**config.mk**
```make
export PLATFORM = sky130hd
export DESIGN_NAME = pixel_sram_arbiter
export DESIGN_NICKNAME = d
export VERILOG_FILES = /design/src/rtl/pixel_sram_arbiter.sv
export SDC_FILE = /design/constraint.sdc
export NUM_CORES = 1
export LEC_CHECK = 0
export BUFFER_PORTS_ARGS = -buffer_cell sky130_fd_sc_hd__buf_2
export CORE_MARGIN = 5
export CORE_UTILIZATION = 50
export CTS_CLUSTER_SIZE = 28
export DETAILED_ROUTE_END_ITERATION = 8
export PLACE_DENSITY = 0.78
export SLEW_MARGIN = 20
export SYNTH_ARGS = -nofsm -noshare
export SYNTH_HDL_FRONTEND = slang
export SYNTH_SLANG_ARGS = --single-unit
```
**constraint.sdc**
```tcl
create_clock -name clk -period 3.8 [get_ports clk]
set_input_delay 0.57 -clock clk [delete_from_list [all_inputs] [get_ports clk]]
set_output_delay 0.57 -clock clk [all_outputs]
set_load 0.1 [all_outputs]
```
**src/rtl/pixel_sram_arbiter.sv**
```systemverilog
// Framebuffer SRAM arbiter: the pixel engine owns the SRAM whenever it asks;
// buffered CPU writes and single CPU reads fill the cycles it leaves free.
module pixel_sram_arbiter #(
  parameter int unsigned ADDR_W     = 17,
  parameter int unsigned DATA_W     = 8,
  parameter int unsigned FIFO_DEPTH = 4
) (
  input  logic                          clk,
  input  logic                          reset,
  input  logic                          gpu_req,
  input  logic [ADDR_W-1:0]             gpu_addr,
  output logic [DATA_W-1:0]             gpu_data,
  input  logic                          cpu_wr_valid,
  output logic                          cpu_wr_ready,
  input  logic [ADDR_W-1:0]             cpu_wr_addr,
  input  logic [DATA_W-1:0]             cpu_wr_data,
  input  logic                          cpu_rd_start,
  input  logic [ADDR_W-1:0]             cpu_rd_addr,
  output logic                          cpu_busy,
  output logic                          cpu_rd_done,
  output logic [DATA_W-1:0]             cpu_rd_data,
  output logic [$clog2(FIFO_DEPTH):0]   fifo_level,
  output logic [15:0]                   wr_stall_cycles,
  output logic [ADDR_W-1:0]             sram_addr,
  output logic [DATA_W-1:0]             sram_wdata,
  output logic                          sram_we,
  input  logic [DATA_W-1:0]             sram_rdata
);

  localparam int unsigned PTR_W = $clog2(FIFO_DEPTH);
  localparam int unsigned LVL_W = PTR_W + 1;

  typedef enum logic {IDLE, RD_PEND} state_t;

  state_t              state;
  state_t              state_next;
  logic [ADDR_W-1:0]   fifo_addr [FIFO_DEPTH];
  logic [DATA_W-1:0]   fifo_data [FIFO_DEPTH];
  logic [PTR_W-1:0]    wr_ptr;
  logic [PTR_W-1:0]    rd_ptr;
  logic [ADDR_W-1:0]   rd_addr_reg;
  logic                full;
  logic                empty;
  logic                push;
  logic                pop;
  logic                rd_grant;

  assign full         = (fifo_level == LVL_W'(FIFO_DEPTH));
  assign empty        = (fifo_level == '0);
  assign cpu_wr_ready = !full && (state == IDLE);
  assign push         = cpu_wr_valid && cpu_wr_ready;
  assign cpu_busy     = (state == RD_PEND);
  assign gpu_data     = sram_rdata;

  // State register
  always_ff @(posedge clk or posedge reset) begin
    if (reset) state <= IDLE;
    else       state <= state_next;
  end

  // Next state and per-cycle SRAM arbitration: GPU, then CPU read, then FIFO drain
  always_comb begin
    state_next = state;
    rd_grant   = 1'b0;
    pop        = 1'b0;
    sram_addr  = gpu_addr;
    sram_wdata = fifo_data[rd_ptr];
    sram_we    = 1'b0;
    case (state)
      IDLE:    if (cpu_rd_start) state_next = RD_PEND;
      RD_PEND: ;
      default: state_next = IDLE;
    endcase
    if (!gpu_req) begin
      if (state == RD_PEND && empty) begin
        rd_grant   = 1'b1;
        sram_addr  = rd_addr_reg;
        state_next = IDLE;
      end else if (!empty) begin
        pop       = 1'b1;
        sram_addr = fifo_addr[rd_ptr];
        sram_we   = 1'b1;
      end
    end
  end

  // FIFO storage; contents need no reset because the level gates every read
  always_ff @(posedge clk) begin
    if (push) begin
      fifo_addr[wr_ptr] <= cpu_wr_addr;
      fifo_data[wr_ptr] <= cpu_wr_data;
    end
  end

  // FIFO pointers and occupancy
  always_ff @(posedge clk or posedge reset) begin
    if (reset) begin
      wr_ptr     <= '0;
      rd_ptr     <= '0;
      fifo_level <= '0;
    end else begin
      if (push) wr_ptr <= wr_ptr + PTR_W'(1);
      if (pop)  rd_ptr <= rd_ptr + PTR_W'(1);
      if (push && !pop)      fifo_level <= fifo_level + LVL_W'(1);
      else if (pop && !push) fifo_level <= fifo_level - LVL_W'(1);
    end
  end

  // CPU read address capture, read data register and completion pulse
  always_ff @(posedge clk or posedge reset) begin
    if (reset) begin
      rd_addr_reg <= '0;
      cpu_rd_data <= '0;
      cpu_rd_done <= 1'b0;
    end else begin
      if (state == IDLE && cpu_rd_start) rd_addr_reg <= cpu_rd_addr;
      if (rd_grant) cpu_rd_data <= sram_rdata;
      cpu_rd_done <= rd_grant;
    end
  end

  // Saturating count of cycles a CPU write was offered but refused
  always_ff @(posedge clk or posedge reset) begin
    if (reset) begin
      wr_stall_cycles <= '0;
    end else if (cpu_wr_valid && !cpu_wr_ready && wr_stall_cycles != 16'hFFFF) begin
      wr_stall_cycles <= wr_stall_cycles + 16'd1;
    end
  end

endmodule

```
==> impl_metrics.ini, run 1 <==
[worst_setup_path]
ff2ff_path_depth = 8
crit_chain = inv_1, a21oi_2, o22ai_1, nor2_1, buf_2
crit_fanout = 17
max_stage_delay_ns = 0.69
r2r_start = fifo_level[0]
crit_path_end_kind = output port
r2r_end = fifo_level[2]
reg2reg_slack_ns = 1.37
required_ns = 3.23
crit_slowest_cell = a21oi_2
startpoint_type = register
crit_type = reg2out
cp.arrival_ns = 2.49

[route]
viasPerCell = 5.34
antenna_left = 0
finalWirelength_mm = 12.7
vias = 3665
firstDrtPassIters = 4
wl_per_cell_microns = 18.6
drcViolationCount = 0
drt_iter0_drc = 247

[logic_synthesis]
synth_edf_count = 100
synth_cell_types = 40
yosys-top-cells-area = edfxtp_1 (49%), dfrtp_1 (20%), mux4_2 (9.1%)
synth_ff_type = edfxtp_1
synth_seq_area_share_pct = 69.0
synthArstFlopShare_pct = 33.3
syn_avg_cell_area_sq_um = 16.9
netlist_instances = 365
synth_nets = 444
ys.warnings.count = 0
synth_top_cell_by_area = edfxtp_1
ys_ff_latch = 150
netlist_area_sq_um = 6170
synth_top_cell_area_share_pct = 48.7

[final_layout]
final_common_cell = buf_2
final_nets = 583
largest_reg_flops = 68
area_growth_pct = 21.6
drive_above_1_share_pct = 44.7
final_util_pct = 62.2
layout_common_cells = buf_2 (135), edfxtp_1 (100), dfrtp_1 (49), nor2_1 (39), mux2_2 (27)

[power_and_ir_drop]
leakagePower_nw = 3.07
finalPower_mw = 6.73
powerDensity_nw_per_um2 = 896
peakVddDrop_mv = 0.581

[placement]
place_congestion = 0.890
place.detailed.hpwl_mm = 8.63
portBuffers = 135

[global_routing]
gr-total-overflow = 0
grt_use_met2_pct = 29.1
grt_pass1_wl_mm = 19.9
grtUsageMet3_pct = 5.87
top_usage_layer = met2
gr-usage-met1_pct = 22.9
grt_usage_pct = 18.2
grt_max_degree = 51
grt_pass1_vias = 3816
antenna_found_initial = 2

[clock_tree]
clock_sinks = 150
cts_max_path_buffers = 2
clkTransAtPathRegs_ns = 0.06
root_buffer = clkbuf_16
worstSkewPairLatency_ns = 0.42
cts_tree = built
ctsHoldBuffers = 0
cts_made_buffers = 17
cts_setup_buffers = 0
cts_resized = 0
htreeDepth = 4

[floorplan]
die-area_sq_um = 14700
start_util_pct = 51.2
io_pins = 136
dieHeight_microns = 121
num_rows = 40
coreArea_sq_um = 12100
fp.dieW_microns = 121

[timing]
setup_viol = 0
skew_ns = 0.00664
rsz0062_at_grt = no
setup_tns_ns = 0
post-route-period-util_pct = 80.6
tightest_slew_ns = 0.949
period_minus_slack_ns = 3.06
timing.fmax_mhz = 327
slew_headroom_pct = 36.4
hold_slack_ns = 0.329
drv_slew = 0
finalHoldViolations = 0

[status]
status = completed

[min_path]
min_path_type = in2async

[flow_run]
max_cap_violations = 0
-- synthesized netlist by cell type (4+ instances only) --
cell,number
edfxtp_1,100
inv_1,10
nor3_1,6
nor4_1,4
o22ai_1,17
mux4_2,25
nor2_1,40
xnor2_1,6
mux2_2,27
xor2_1,15
dfrtp_1,50
nand2_1,4
buf_4,11
nand3_1,4
clkbuf_1,4
ha_1,6
and3_1,4
buf_2,6
-- logic make-up (layout without fill, tap and decap cells) --
| group | Yosys count | in the layout | share of synthesized area [%] |
|---|---|---|---|
| other | 0 | 1 | 0 |
| XOR/XNOR | 21 | 21 | 2.98 |
| buffers and inverters | 32 | 184 | 2.86 |
| AND/OR/NAND/NOR | 81 | 81 | 7.20 |
| AO/OA/AOI/OAI | 21 | 21 | 2.17 |
| flip-flops | 150 | 150 | 69.0 |
| multiplexers | 53 | 53 | 14.3 |
| adder cells (fa/ha/maj) | 7 | 7 | 1.54 |
-- layer usage --
| layer | up-vias | share of wire (%) |
|---|---|---|
| met1 | 1851 | 42 |
| met3 | 22 | 6.3 |
| met2 | 122 | 50 |
| met5 | - | 0.086 |
| met4 | 2 | 1.7 |
| li1 | 1668 | - |
-- worst max path at each step --
stage | endpoint | cells after the start | from
6_report | sram_addr[4] | 5 | cpu_busy
5_1_grt | sram_wdata[6] | 3 | rd_ptr[0]
4_1_cts | sram_addr[5] | 4 | rd_ptr[1]
3_5_place_dp | sram_addr[5] | 5 | gpu_req
3_3_place_gp | sram_addr[5] | 5 | gpu_req
2_1_floorplan | sram_addr[15] | 5 | fifo_level[0]
-- report_power, final --
part	leakage (nW)	internal (mW)	switching, mW
Clock	0.256	0.906	0.592
Combinational	1.30	0.723	2.19
Sequential	1.51	2.02	0.290
Total	3.07	3.65	3.08
-- final cells by class --
type / count / area [sq um]
timing repair buffer: 142 / 728
clock buffer: 25 / 465
clock inverter: 7 / 56.3
sequential: 150 / 4260
inverter: 10 / 38.8
multi-input combinational: 183 / 1750
tap: 168 / 210
antenna: 1 / 2.50
fill: 911 / 4560
-- worst max-delay path: cells and delay by family (launching register included) --
kind,cells,cell delay (ns)
AOI/OAI and AO/OA,2,0.84
buffers and inverters,2,0.55
DFF,1,0.51
and+or+nand+nor,1,0.17
-- stage by stage --
stage	cells	instance area (sq um)	setup slack, ns
4_1_cts	685	7500	0.722
3_3_place_gp	653	6980	1.19
6_report	686	7500	0.738
2_1_floorplan	365	6170	0.0571
5_1_grt	686	7500	0.620
3_5_place_dp	653	6980	1.16
No activity file was read; power rests on OpenSTA's default activity.
==> run 2: changes to the inputs <==
--- a/config.mk
+++ b/config.mk
@@ -7,10 +7,10 @@
 export LEC_CHECK = 0
 export BUFFER_PORTS_ARGS = -buffer_cell sky130_fd_sc_hd__buf_2
 export CORE_MARGIN = 5
-export CORE_UTILIZATION = 50
+export CORE_UTILIZATION = 49
 export CTS_CLUSTER_SIZE = 28
 export DETAILED_ROUTE_END_ITERATION = 8
-export PLACE_DENSITY = 0.78
+export PLACE_DENSITY = 0.8
 export SLEW_MARGIN = 20
 export SYNTH_ARGS = -nofsm -noshare
 export SYNTH_HDL_FRONTEND = slang
==> constraint.sdc (replaced) <==
create_clock -name clk -period 2.63 [get_ports clk]
set_input_delay 0.3945 -clock clk [delete_from_list [all_inputs] [get_ports clk]]
set_output_delay 0.3945 -clock clk [all_outputs]
set_load 0.1 [all_outputs]
==> impl_metrics.ini, run 2 (same netlist as run 1, synthesis figures left out) <==
[global_routing]
grt_max_degree = 26
grt_usage_pct = 19.2
antenna_found_initial = 4
gr-total-overflow = 0
grt_pass1_wl_mm = 21.1
grt_pass1_vias = 3936

[status]
status = completed

[timing]
tightest_slew_ns = 0.562
period_minus_slack_ns = 2.51
post-route-period-util_pct = 95.4
skew_ns = 0.00649
slew_headroom_pct = 62.1
finalHoldViolations = 0
setup_viol = 0
drv_slew = 0
rsz0062_at_grt = no
timing.fmax_mhz = 398

[clock_tree]
root_buffer = clkbuf_16
clkTransAtPathRegs_ns = 0.06
htreeDepth = 4
cts_tree = built
cts_max_path_buffers = 2
worstSkewPairLatency_ns = 0.42
cts_made_buffers = 17
clock_sinks = 150

[worst_setup_path]
crit_chain = buf_4, mux4_2, o22ai_1, nor2_4, buf_4
crit_slowest_cell = mux4_2
crit_path_end_kind = output port
cpMostUsedCell = buf_4
max_stage_delay_ns = 0.53
crit_family = multiplexers
crit_buf_inv = 2
crit_type = reg2out
startpoint_type = register
crit_fanout = 7
required_ns = 2.24
reg2reg_slack_ns = 0.39
cp.arrival_ns = 2.12

[placement]
place_congestion = 0.817
portBuffers = 135
post-place-cells = 665
place.detailed.hpwl_mm = 9.26

[final_layout]
area_growth_pct = 29.0
final_nets = 596
drive_above_1_share_pct = 51.8
fill_cells = 898
final_cells = 702
final_util_pct = 63.8
largest_reg_flops = 68
final_common_cell = buf_2
layout_common_cells = buf_2 (110), edfxtp_1 (100), dfrtp_1 (45), buf_4 (28), mux2_2 (27)

[route]
vias = 3720
wl_per_cell_microns = 19.5
drt_iter0_drc = 252
viasPerCell = 5.30
firstDrtPassIters = 4
drcViolationCount = 0
antenna_left = 0
finalWirelength_mm = 13.7

[floorplan]
start_util_pct = 49.5
fp.dieW_microns = 122
num_rows = 41
die-area_sq_um = 14900
dieHeight_microns = 122
io_pins = 136
coreArea_sq_um = 12500

[power_and_ir_drop]
p_clk_share_pct = 22.5
pwr-share-seq_pct = 30.9
p_sw_share_pct = 45.0
peakVddDrop_mv = 1.10
leakagePower_nw = 3.23
p_sw_mw = 4.71
powerDensity_nw_per_um2 = 1320
p_int_mw = 5.76
p_comb_share_pct = 46.6

[min_path]
min_path_type = in2reg

[flow_run]
max_cap_violations = 0
## run 2: cell count changes in the layout (fill, tap and decap cells not counted), moves of 4 or more
cell / before / now
buf_12: 0 / 8
buf_2: 135 / 110
buf_4: 7 / 28
clkbuf_1: 7 / 0
clkbuf_4: 0 / 7
clkinv_2: 4 / 0
dfrtp_1: 49 / 45
dfrtp_2: 1 / 5
inv_6: 0 / 6
nor2_1: 39 / 22
nor2_2: 2 / 8
nor2_4: 0 / 11
## run 2: metal layers
metal | up-vias | GRT usage (%) | part of all wire, %
li1 | 1692 | - | -
met1 | 1863 | 22.2 | 38
met2 | 136 | 32.6 | 52
met3 | 25 | 6.73 | 8.3
met4 | 4 | 8.26 | 1.6
met5 | - | 0 | 0.23
## run 2: area by class of cell
type | count | area (sq um) | area share, %
repair buffers | 154 | 983 | 12.4
diodes | 1 | 2.50 | 0.0315
flip-flops and latches | 150 | 4260 | 53.5
well taps | 172 | 215 | 2.70
clock inverters | 14 | 148 | 1.86
multi-input cells | 184 | 1880 | 23.7
clock buffers | 17 | 425 | 5.35
inverters | 10 | 37.5 | 0.472
## run 2: final timing paths
path | depth (start not counted) | from | to
max in group asynchronous | 4 | reset | wr_stall_cycles[13]
min | 1 | cpu_wr_data[1] | fifo_data[0][1]
max | 5 | rd_ptr[0] | sram_addr[9]
min reg2reg | 1 | wr_stall_cycles[10] | wr_stall_cycles[10]
min in group asynchronous | 3 | reset | cpu_rd_data[3]
max reg2reg | 8 | fifo_level[0] | fifo_level[2]
## run 2: power by group through the flow
| stage | Clock, mW | Combinational [mW] | Sequential [mW] |
|---|---|---|---|
| floorplan | 0 | 2.84 | 4.22 |
| global placement | 0 | 4.71 | 3.26 |
| detailed placement | 0 | 4.78 | 3.29 |
| CTS | 2.40 | 4.89 | 3.23 |
| global route | 2.51 | 5.09 | 3.28 |
| finish | 2.35 | 4.88 | 3.24 |
## run 2: worst reg2reg max path, stage by stage, from the launching register on
cell,delay [ns]
dfrtp_2,0.47
nor3_4,0.29
or2_2,0.37
ha_4,0.19
inv_1,0.05
fa_2,0.33
xor2_1,0.14
nor2_1,0.14
xor2_1,0.17
## run 2: what timing repair did
action                                  4_1_cts  5_1_grt
buffers inserted                              3        0
pin swaps                                     0        1
gates resized for setup                      11        8
endpoints found under the hold margin        11        0
hold buffers                                  1        0
endpoints found under the setup margin       17        8
cloned                                        0        1
## run 2: metrics by stage
step | setup slack [ns] | hold slack (ns) | instance area (sq um) | power (mW) | TNS, ns
global route | 0.00897 | 0.170 | 7960 | 10.9 | 0
finish | 0.120 | 0.185 | 7960 | 10.5 | 0
CTS | 0.00396 | 0.162 | 7920 | 10.5 | 0
global placement | 0.323 | 0.342 | 7290 | 7.97 | 0
floorplan | -0.0273 | 0.481 | 6300 | 7.06 | -0.0273
detailed placement | 0.276 | 0.352 | 7290 | 8.07 | 0
==> run 3: changes to the inputs <==
--- a/config.mk
+++ b/config.mk
@@ -7,10 +7,10 @@
 export LEC_CHECK = 0
 export BUFFER_PORTS_ARGS = -buffer_cell sky130_fd_sc_hd__buf_2
 export CORE_MARGIN = 5
-export CORE_UTILIZATION = 49
+export CORE_UTILIZATION = 50
 export CTS_CLUSTER_SIZE = 28
 export DETAILED_ROUTE_END_ITERATION = 8
-export PLACE_DENSITY = 0.8
+export PLACE_DENSITY = 0.78
 export SLEW_MARGIN = 20
 export SYNTH_ARGS = -nofsm -noshare
 export SYNTH_HDL_FRONTEND = slang
==> constraint.sdc (replaced) <==
create_clock -name clk -period 2.4 [get_ports clk]
set_input_delay 0.36 -clock clk [delete_from_list [all_inputs] [get_ports clk]]
set_output_delay 0.36 -clock clk [all_outputs]
set_load 0.1 [all_outputs]
==> impl_metrics.ini, run 3 (same netlist as run 1, synthesis figures left out) <==
[status]
status = completed

[route]
wl_per_cell_microns = 19.5
viasPerCell = 5.35
drcViolationCount = 0
antenna_left = 0
vias = 3718
drt_iter0_drc = 211
firstDrtPassIters = 4
finalWirelength_mm = 13.6

[worst_setup_path]
crit_slowest_cell = mux4_2
ff2ff_path_depth = 9
max_stage_delay_ns = 0.55
worstSetupEndpoint = sram_addr[13]
crit_chain = buf_6, mux4_2, o22ai_2, nor2_4, buf_6
crit_type = reg2out
startpoint = rd_ptr[0]
crit_family = multiplexers
r2r_end = fifo_level[2]
crit_buf_inv = 2
cpMostUsedCell = buf_6
startpoint_type = register
crit_fanout = 10
r2r_start = fifo_level[0]
cp.arrival_ns = 1.97
cp.depth = 5
reg2reg_slack_ns = 0.30
required_ns = 2.04
crit_path_end_kind = output port

[floorplan]
coreArea_sq_um = 12100
fp.dieW_microns = 121
start_util_pct = 51.2
num_rows = 40
io_pins = 136
die-area_sq_um = 14700
dieHeight_microns = 121

[global_routing]
gr-total-overflow = 0
grt_pass1_wl_mm = 21.3
grt_max_degree = 30
grt_pass1_vias = 3956
antenna_found_initial = 2
grt_usage_pct = 19.5

[power_and_ir_drop]
leakagePower_nw = 3.31
powerDensity_nw_per_um2 = 1450
peakVddDrop_mv = 1.24
finalPower_mw = 11.9

[clock_tree]
cts_tree = built
cts_setup_buffers = 0
htreeDepth = 4
cts_made_buffers = 17
clock_sinks = 150
worstSkewPairLatency_ns = 0.42
root_buffer = clkbuf_16
cts_max_path_buffers = 2
clkTransAtPathRegs_ns = 0.06

[timing]
timing.fmax_mhz = 430
hold_slack_ns = 0.158
finalHoldViolations = 0
drv_slew = 0
slew_headroom_pct = 51.6
setup_viol = 0
post-route-period-util_pct = 96.9
tightest_slew_ns = 0.726
skew_ns = 0.0119
rsz0062_at_grt = yes
period_minus_slack_ns = 2.33

[final_layout]
largest_reg_flops = 68
final_common_cell = buf_2
layout_common_cells = buf_2 (110), edfxtp_1 (100), dfrtp_1 (45), mux2_2 (26), mux4_2 (25)
n_antenna_cell = 0
final_nets = 593
drive_above_1_share_pct = 56.9
area_growth_pct = 33.5

[placement]
place_congestion = 0.840
place.detailed.hpwl_mm = 9.22
portBuffers = 135

[min_path]
min_path_type = in2reg
worstHoldStart = cpu_wr_data[4]

[flow_run]
max_cap_violations = 0
==> run 3: cell count changes in the layout (fill, tap and decap cells not counted), sizes merged <==
cell	delta
inv	-6
bufinv	+1
or2	-1
clkinvlp	+3
buf	+5
clkbuf	-4
diode	-1
==> run 3: per-stage QoR <==
step	cell area [sq um]	worst slack, ns	std cells	setup TNS [ns]	utilization, %
floorplan	6350	-0.248	365	-0.793	-
global placement	7350	0.288	662	0	61.0
detailed placement	7350	0.252	662	0	61.0
CTS	8130	0.00564	695	0	67.4
global route	8240	-0.0336	695	-0.0855	68.3
finish	8240	0.0744	695	0	68.3
==> run 3: how the worst min path moves through the flow <==
stage / endpoint / slack, ns / cells after the start
global placement: cpu_rd_data[2] / 0.26 / 2
CTS: fifo_data[3][4] / 0.14 / 1
finish: fifo_data[0][4] / 0.16 / 1
detailed placement: cpu_rd_data[2] / 0.27 / 2
global route: fifo_data[1][5] / 0.14 / 1
floorplan: fifo_addr[0][0] / 0.46 / 0
==> run 3: metal layers <==
layer  GRT usage [%]  routed length, microns
met5               0                      21
met4            5.17                      75
met3            6.06                    1040
met2            32.1                    6860
met1            25.2                    5560
==> run 3: area by class of cell <==
class | instances | area, sq um
fillers | 820 | 3820
repair buffers | 152 | 1090
clock buffers | 20 | 457
flip-flops and latches | 150 | 4260
well taps | 168 | 210
clock inverters | 12 | 151
inverters | 10 | 41.3
multi-input cells | 183 | 2030
==> run 3: worst reg2reg max path, stage by stage (launching register included) <==
cell	delay (ns)
dfrtp_2	0.47
nor3_4	0.24
or2_2	0.18
buf_6	0.19
ha_4	0.17
inv_2	0.03
fa_2	0.32
xor2_1	0.14
nor2_1	0.12
xor2_1	0.14
==> run 3: timing repair <==
item / 4_1_cts / 5_1_grt
hold endpoints to repair: 7 / 0
endpoints found under the setup margin: 23 / 23
gates resized for setup: 43 / 24
hold buffers: 1 / 0
==> run 3: power breakdown <==
| part | switching, mW | leakage [nW] | total, mW | internal [mW] |
|---|---|---|---|---|
| sequential | 0.362 | 1.50 | 3.57 | 3.21 |
| combinational | 3.87 | 1.52 | 5.67 | 1.80 |
| clock | 1.00 | 0.286 | 2.69 | 1.69 |
